$ cat src/rtl/tl_ul_mem_responder_if.sv
// TileLink-UL A/D channel bundle between one requester and the memory responder.
// The master drives A and d_ready; the slave drives a_ready and the D response.
interface tl_ul_mem_responder_if;
    logic        a_valid;
    logic        a_ready;
    logic [2:0]  a_opcode;
    logic [2:0]  a_param;
    logic [3:0]  a_size;
    logic [4:0]  a_source;
    logic [31:0] a_address;
    logic [3:0]  a_mask;
    logic [31:0] a_data;
    logic        a_corrupt;
    logic        d_valid;
    logic        d_ready;
    logic [2:0]  d_opcode;
    logic [1:0]  d_param;
    logic [3:0]  d_size;
    logic [4:0]  d_source;
    logic        d_sink;
    logic        d_denied;
    logic [31:0] d_data;
    logic        d_corrupt;

    modport master (
        output a_valid, a_opcode, a_param, a_size, a_source, a_address, a_mask, a_data, a_corrupt, d_ready,
        input  a_ready, d_valid, d_opcode, d_param, d_size, d_source, d_sink, d_denied, d_data, d_corrupt
    );

    modport slave (
        input  a_valid, a_opcode, a_param, a_size, a_source, a_address, a_mask, a_data, a_corrupt, d_ready,
        output a_ready, d_valid, d_opcode, d_param, d_size, d_source, d_sink, d_denied, d_data, d_corrupt
    );
endinterface

$ cat src/rtl/tl_ul_mem_responder.sv
// Single-register TileLink-UL memory responder: writes commit on the accept edge,
// the response is registered and presented one cycle after acceptance.
module tl_ul_mem_responder #(
    parameter logic [31:0] BASE_ADDR = 32'h0000_0000,
    parameter int          DEPTH     = 16
) (
    input logic                    clock,
    input logic                    reset_n,
    tl_ul_mem_responder_if.slave   tl
);
    localparam int          IDX_W = $clog2(DEPTH);
    localparam logic [32:0] SPAN  = 33'(4 * DEPTH);

    logic [31:0] mem_r [DEPTH];

    logic        full_r;
    logic [2:0]  d_opcode_r;
    logic [3:0]  d_size_r;
    logic [4:0]  d_source_r;
    logic        d_denied_r;
    logic        d_corrupt_r;
    logic [31:0] d_data_r;

    logic             accept_s;
    logic [31:0]      offset_s;
    logic             hit_s;
    logic             misalign_s;
    logic             err_s;
    logic [IDX_W-1:0] idx_s;
    logic             we_s;
    logic [2:0]       nxt_opcode_s;
    logic             nxt_denied_s;
    logic             nxt_corrupt_s;
    logic [31:0]      nxt_data_s;
    logic             unused_s;

    assign tl.a_ready = !full_r || tl.d_ready;
    assign accept_s   = tl.a_valid && tl.a_ready;
    // Subtracting the base lets addresses below BASE_ADDR wrap high and miss.
    assign offset_s   = tl.a_address - BASE_ADDR;
    assign hit_s      = ({1'b0, offset_s} < SPAN);
    assign idx_s      = tl.a_address[IDX_W+1:2];
    assign err_s      = !hit_s || misalign_s;
    assign unused_s   = ^tl.a_param;

    // Alignment check; sizes above one word fall to default and are always errors.
    always_comb begin
        misalign_s = 1'b1;
        case (tl.a_size)
            4'd0:    misalign_s = 1'b0;
            4'd1:    misalign_s = tl.a_address[0];
            4'd2:    misalign_s = (tl.a_address[1:0] != 2'b00);
            default: misalign_s = 1'b1;
        endcase
    end

    // Decode the A request into the next D response and the write enable.
    always_comb begin
        nxt_opcode_s  = 3'd0;
        nxt_denied_s  = 1'b0;
        nxt_corrupt_s = 1'b0;
        nxt_data_s    = 32'd0;
        we_s          = 1'b0;
        case (tl.a_opcode)
            3'd4: begin
                nxt_opcode_s = 3'd1;
                if (err_s) begin
                    nxt_denied_s  = 1'b1;
                    nxt_corrupt_s = 1'b1;
                end else begin
                    nxt_data_s = mem_r[idx_s];
                end
            end
            3'd0, 3'd1: begin
                nxt_opcode_s = 3'd0;
                nxt_denied_s = err_s;
                we_s         = !err_s && !tl.a_corrupt;
            end
            3'd2, 3'd3: begin
                nxt_opcode_s  = 3'd1;
                nxt_denied_s  = 1'b1;
                nxt_corrupt_s = 1'b1;
            end
            3'd5: begin
                nxt_opcode_s = 3'd2;
            end
            default: begin
                nxt_opcode_s = 3'd0;
                nxt_denied_s = 1'b1;
            end
        endcase
    end

    // Response register: load on accept, clear full on drain, hold under backpressure.
    always_ff @(posedge clock or negedge reset_n) begin
        if (!reset_n) begin
            full_r      <= 1'b0;
            d_opcode_r  <= 3'd0;
            d_size_r    <= 4'd0;
            d_source_r  <= 5'd0;
            d_denied_r  <= 1'b0;
            d_corrupt_r <= 1'b0;
            d_data_r    <= 32'd0;
        end else if (accept_s) begin
            full_r      <= 1'b1;
            d_opcode_r  <= nxt_opcode_s;
            d_size_r    <= tl.a_size;
            d_source_r  <= tl.a_source;
            d_denied_r  <= nxt_denied_s;
            d_corrupt_r <= nxt_corrupt_s;
            d_data_r    <= nxt_data_s;
        end else if (tl.d_ready) begin
            full_r <= 1'b0;
        end
    end

    // Byte-lane memory write on the accept edge; contents survive reset.
    always_ff @(posedge clock) begin
        if (accept_s && we_s && reset_n) begin
            for (int b = 0; b < 4; b++) begin
                if (tl.a_mask[b]) begin
                    mem_r[idx_s][8*b +: 8] <= tl.a_data[8*b +: 8];
                end
            end
        end
    end

    assign tl.d_valid   = full_r;
    assign tl.d_opcode  = d_opcode_r;
    assign tl.d_param   = 2'd0;
    assign tl.d_size    = d_size_r;
    assign tl.d_source  = d_source_r;
    assign tl.d_sink    = 1'b0;
    assign tl.d_denied  = d_denied_r;
    assign tl.d_corrupt = d_corrupt_r;
    assign tl.d_data    = d_data_r;
endmodule

$ cat src/flat_wrapper.sv
// flat-port wrapper written by rule: the top's interface ports become plain ports
module tl_ul_mem_responder_flat 
#(
    parameter logic [31:0] BASE_ADDR = 32'h0000_0000,
    parameter int          DEPTH     = 16
)
  (clock, reset_n, tl_a_valid, tl_a_opcode, tl_a_param, tl_a_size, tl_a_source, tl_a_address, tl_a_mask, tl_a_data, tl_a_corrupt, tl_d_ready, tl_a_ready, tl_d_valid, tl_d_opcode, tl_d_param, tl_d_size, tl_d_source, tl_d_sink, tl_d_denied, tl_d_data, tl_d_corrupt);
  tl_ul_mem_responder_if tl_i ();
  input logic clock;
  input logic reset_n;
  input wire logic [$bits(tl_i.a_valid)-1:0] tl_a_valid;
  input wire logic [$bits(tl_i.a_opcode)-1:0] tl_a_opcode;
  input wire logic [$bits(tl_i.a_param)-1:0] tl_a_param;
  input wire logic [$bits(tl_i.a_size)-1:0] tl_a_size;
  input wire logic [$bits(tl_i.a_source)-1:0] tl_a_source;
  input wire logic [$bits(tl_i.a_address)-1:0] tl_a_address;
  input wire logic [$bits(tl_i.a_mask)-1:0] tl_a_mask;
  input wire logic [$bits(tl_i.a_data)-1:0] tl_a_data;
  input wire logic [$bits(tl_i.a_corrupt)-1:0] tl_a_corrupt;
  input wire logic [$bits(tl_i.d_ready)-1:0] tl_d_ready;
  output wire logic [$bits(tl_i.a_ready)-1:0] tl_a_ready;
  output wire logic [$bits(tl_i.d_valid)-1:0] tl_d_valid;
  output wire logic [$bits(tl_i.d_opcode)-1:0] tl_d_opcode;
  output wire logic [$bits(tl_i.d_param)-1:0] tl_d_param;
  output wire logic [$bits(tl_i.d_size)-1:0] tl_d_size;
  output wire logic [$bits(tl_i.d_source)-1:0] tl_d_source;
  output wire logic [$bits(tl_i.d_sink)-1:0] tl_d_sink;
  output wire logic [$bits(tl_i.d_denied)-1:0] tl_d_denied;
  output wire logic [$bits(tl_i.d_data)-1:0] tl_d_data;
  output wire logic [$bits(tl_i.d_corrupt)-1:0] tl_d_corrupt;
  assign tl_i.a_valid = tl_a_valid;
  assign tl_i.a_opcode = tl_a_opcode;
  assign tl_i.a_param = tl_a_param;
  assign tl_i.a_size = tl_a_size;
  assign tl_i.a_source = tl_a_source;
  assign tl_i.a_address = tl_a_address;
  assign tl_i.a_mask = tl_a_mask;
  assign tl_i.a_data = tl_a_data;
  assign tl_i.a_corrupt = tl_a_corrupt;
  assign tl_i.d_ready = tl_d_ready;
  assign tl_a_ready = tl_i.a_ready;
  assign tl_d_valid = tl_i.d_valid;
  assign tl_d_opcode = tl_i.d_opcode;
  assign tl_d_param = tl_i.d_param;
  assign tl_d_size = tl_i.d_size;
  assign tl_d_source = tl_i.d_source;
  assign tl_d_sink = tl_i.d_sink;
  assign tl_d_denied = tl_i.d_denied;
  assign tl_d_data = tl_i.d_data;
  assign tl_d_corrupt = tl_i.d_corrupt;
  tl_ul_mem_responder #(.BASE_ADDR(BASE_ADDR), .DEPTH(DEPTH)) u_core (.clock(clock), .reset_n(reset_n), .tl(tl_i));
endmodule
$ cat config.mk
export PLATFORM = sky130hd
export DESIGN_NAME = tl_ul_mem_responder_flat
export DESIGN_NICKNAME = d
export VERILOG_FILES = /design/src/rtl/tl_ul_mem_responder_if.sv /design/src/rtl/tl_ul_mem_responder.sv /design/src/flat_wrapper.sv
export SDC_FILE = /design/constraint.sdc
export NUM_CORES = 1
export LEC_CHECK = 0
export BUFFER_PORTS_ARGS = -buffer_cell sky130_fd_sc_hd__buf_4
export CORE_MARGIN = 2
export CORE_UTILIZATION = 60
export CTS_CLUSTER_SIZE = 10
export DETAILED_ROUTE_END_ITERATION = 10
export PLACE_DENSITY_LB_ADDON = 0.2
export SYNTH_ARGS = -nofsm -noshare
export SYNTH_HDL_FRONTEND = slang
export SYNTH_SLANG_ARGS = --single-unit
$ cat constraint.sdc
create_clock -name clock -period 3 [get_ports clock]
set_input_delay 0.45 -clock clock [delete_from_list [all_inputs] [get_ports clock]]
set_output_delay 0.45 -clock clock [all_outputs]
set_load 0.01 [all_outputs]
==> flow_summary.ini <==
[run_status]
outcome = complete, no violations

[clock_tree]
clkLatencyLatePin_ns = 0.58
cts.sinks = 558
clockRootBuffer = clkbuf_16
cts_buffers = 66
cts.hold.buffers_added = 0
htree_levels = 3
tritoncts = yes
clk_pin_slew_ns = 0.05
cts_resized = 0
clockBufferDepth = 3
cts_setup_buffers = 0

[sta]
final-max-slew-violation-count = 0
setup_violations = 0
finalHoldViolations = 0
worst_pin_slew_ns = 0.748
rsz0062_at_grt = no
max-slew-margin-rel = 0.501
period_share = 0.750
fmax_mhz = 445
clock_skew_ns = 0.0123
fin_ws_ns = 0.751
setup_tns_ns = 0
fin_crit_ns = 2.25

[critical_path]
r2r_cells = 6
crit_family = simple AND/OR/NAND/NOR gates
crit_buf_inv = 2
worstPathCellList = nor2b_1 -> a2111oi_4 -> buf_4 -> nand4_4 -> nor2_1 -> buf_4
timing.rr.start = u_core.tl.d_valid$_DFFE_PN0P_
cp_slowest_stage_delay_ns = 0.37
crit_fanout = 16
cpMostUsedCell = buf_4
crit_type = reg -> reg
slowest_stage = dfrtp_1
arrival_ns = 2.53
crit_start = u_core.tl.d_valid$_DFFE_PN0P_
rr_endpoint = u_core.mem_r[15][0]$_DFFE_PP_
start_kind = register
end_kind = register
worstPathRequired_ns = 3.28
r2r_slack_ns = 0.75

[power_and_ir_drop]
leakage_uw = 0.00916
pwr-share-seq = 0.510
power_switching_uw = 3430
p_per_area_mw_per_mm2 = 641
switching_share = 0.205
intPower_uw = 13300
clockPowerShare = 0.441
p_comb_frac = 0.049
max-vdd-ir-drop_mv = 0.549

[placement]
place_area_mm2 = 0.0241
dpl.cell_count = 1870
dp_hpwl_mm = 30.6
portBuffers = 131
place.gp.congestion = 0.793
place_ws_ns = 0.296

[finish]
syn_to_final_growth_pct = 17.8
instances_no_fill = 1989
final_layout_size_suffix_gt1_frac = 0.233
finalInstanceArea_mm2 = 0.0261
diodes = 0
finalNetCount = 1558

[detailed_routing]
wl_per_cell_um = 25.2
drc = 0
routed_wl_mm = 50.1
drt_iter0_drc = 1146
first_pass_iters = 5
num_vias = 12600
drtAntennaViolNets = 0
vias_per_cell = 6.32

[synth]
synth_flop_cell = edfxtp_1
ys_warn_count = 0
synth_common_cells = 512 x edfxtp_1, 188 x mux2i_1, 70 x nor2_1, 62 x o22ai_1, 52 x clkbuf_1
synth_cell_types = 42
postSynth.asyncResetShare = 0.0824
synth_area_leaders = edfxtp_1 69%, mux2i_1 8.5%, dfrtp_1 5.2%
ys_seq_area_frac = 0.745
synth_top_area_cell = edfxtp_1
synth_area_mm2 = 0.0222
syn_inst = 1269
netlist.area_leader.share = 0.693
synth.most_common_cell = edfxtp_1
ys_seq_elements = 558
synth.avg_cell_area_um2 = 17.5
synth_enable_flop_cells = 512

[global_route]
grt_pass1_vias = 12800
track_usage = 0.267
grt_pass1_wl_mm = 76.2
antenna_found_initial = 0
grt_max_degree = 66
grt_overflow = 0

[floorplanning]
start_util = 0.607
die_x_um = 196
design.core.area_mm2 = 0.0365
num_rows = 70
fp.dieH_um = 196
fp.dieArea_mm2 = 0.0385
ios = 139

[run]
max_cap_viol_count = 0

[worst_hold_path]
hp-class = in -> async
worst max path at each step:
| stage | endpoint | depth (start not counted) |
|---|---|---|
| final | u_core.mem_r[15][0]$_DFFE_PP_ | 6 |
| after CTS | u_core.mem_r[15][0]$_DFFE_PP_ | 6 |
| after detailed placement | u_core.mem_r[8][4]$_DFFE_PP_ | 7 |
| after floorplan | u_core.mem_r[10][24]$_DFFE_PP_ | 5 |
| after global placement | u_core.mem_r[9][17]$_DFFE_PP_ | 7 |
| after global routing | u_core.mem_r[15][0]$_DFFE_PP_ | 6 |
layout by cell type (no fill, tap or decap), drive strengths merged, types with 7 or more instances in the layout:
| master | synthesis | layout |
|---|---|---|
| a2111oi | 33 | 33 |
| a22oi | 32 | 32 |
| a311oi | 31 | 31 |
| a32oi | 33 | 33 |
| buf | 41 | 223 |
| clkbuf | 52 | 118 |
| dfrtp | 46 | 46 |
| edfxtp | 512 | 512 |
| mux2 | 10 | 10 |
| mux2i | 188 | 188 |
| mux4 | 34 | 34 |
| nand2 | 46 | 46 |
| nor2 | 70 | 70 |
| nor4 | 7 | 7 |
| o21ai | 33 | 33 |
| o22ai | 62 | 62 |
layout make-up:
type,instances,area (um2)
fill,2245,10400
multi-input combinational,618,5250
inverter,3,11.3
sequential,558,16500
clock inverter,1,8.76
timing repair buffer,223,1740
tap,468,586
clock buffer,118,2000
metrics by stage:
step | hold WS (ns) | power [uW] | util
final | 0.0414 | 16700 | 0.715
after global routing | 0.0922 | 17200 | 0.715
after CTS | 0.0548 | 16800 | 0.715
after detailed placement | 0.497 | 9510 | 0.660
after global placement | 0.470 | 9490 | 0.660
after floorplan | 0.154 | 9110 | -
routing by layer:
metal  GRT usage  share of wire  vias to the layer above
met4      0.0791          0.021                        0
met5           0              0                        -
met1       0.370           0.42                     6357
li1            -              -                     5577
met3      0.0507          0.066                       89
met2       0.438           0.49                      550
power groups by stage:
stage	Sequential, uW	Combinational [uW]	Clock [uW]
2_1_floorplan	8700	412	0
3_3_place_gp	8690	798	0
3_5_place_dp	8690	818	0
4_1_cts	8530	824	7470
5_1_grt	8530	884	7800
6_report	8530	822	7380
state kept, by name, summed over array words and instances, names as in the netlist:
name and flops:
u_core.tl.d_source 5, u_core.tl.d_opcode 2, u_core.tl.d_corrupt 1, u_core.tl.d_data 32, u_core.mem_r 512, u_core.tl.d_valid 1, u_core.tl.d_size 4, u_core.tl.d_denied 1
logic make-up after synthesis:
| kind of cell | count (synthesis) | synth area share |
|---|---|---|
| DFF | 558 | 0.745 |
| other | 1 | 0.000169 |
| AOI/OAI and AO/OA | 232 | 0.0780 |
| and+or+nand+nor | 150 | 0.0322 |
| buffers and inverters | 96 | 0.0198 |
| muxes | 232 | 0.124 |
Note: power is estimated with default switching activity, not from simulation.
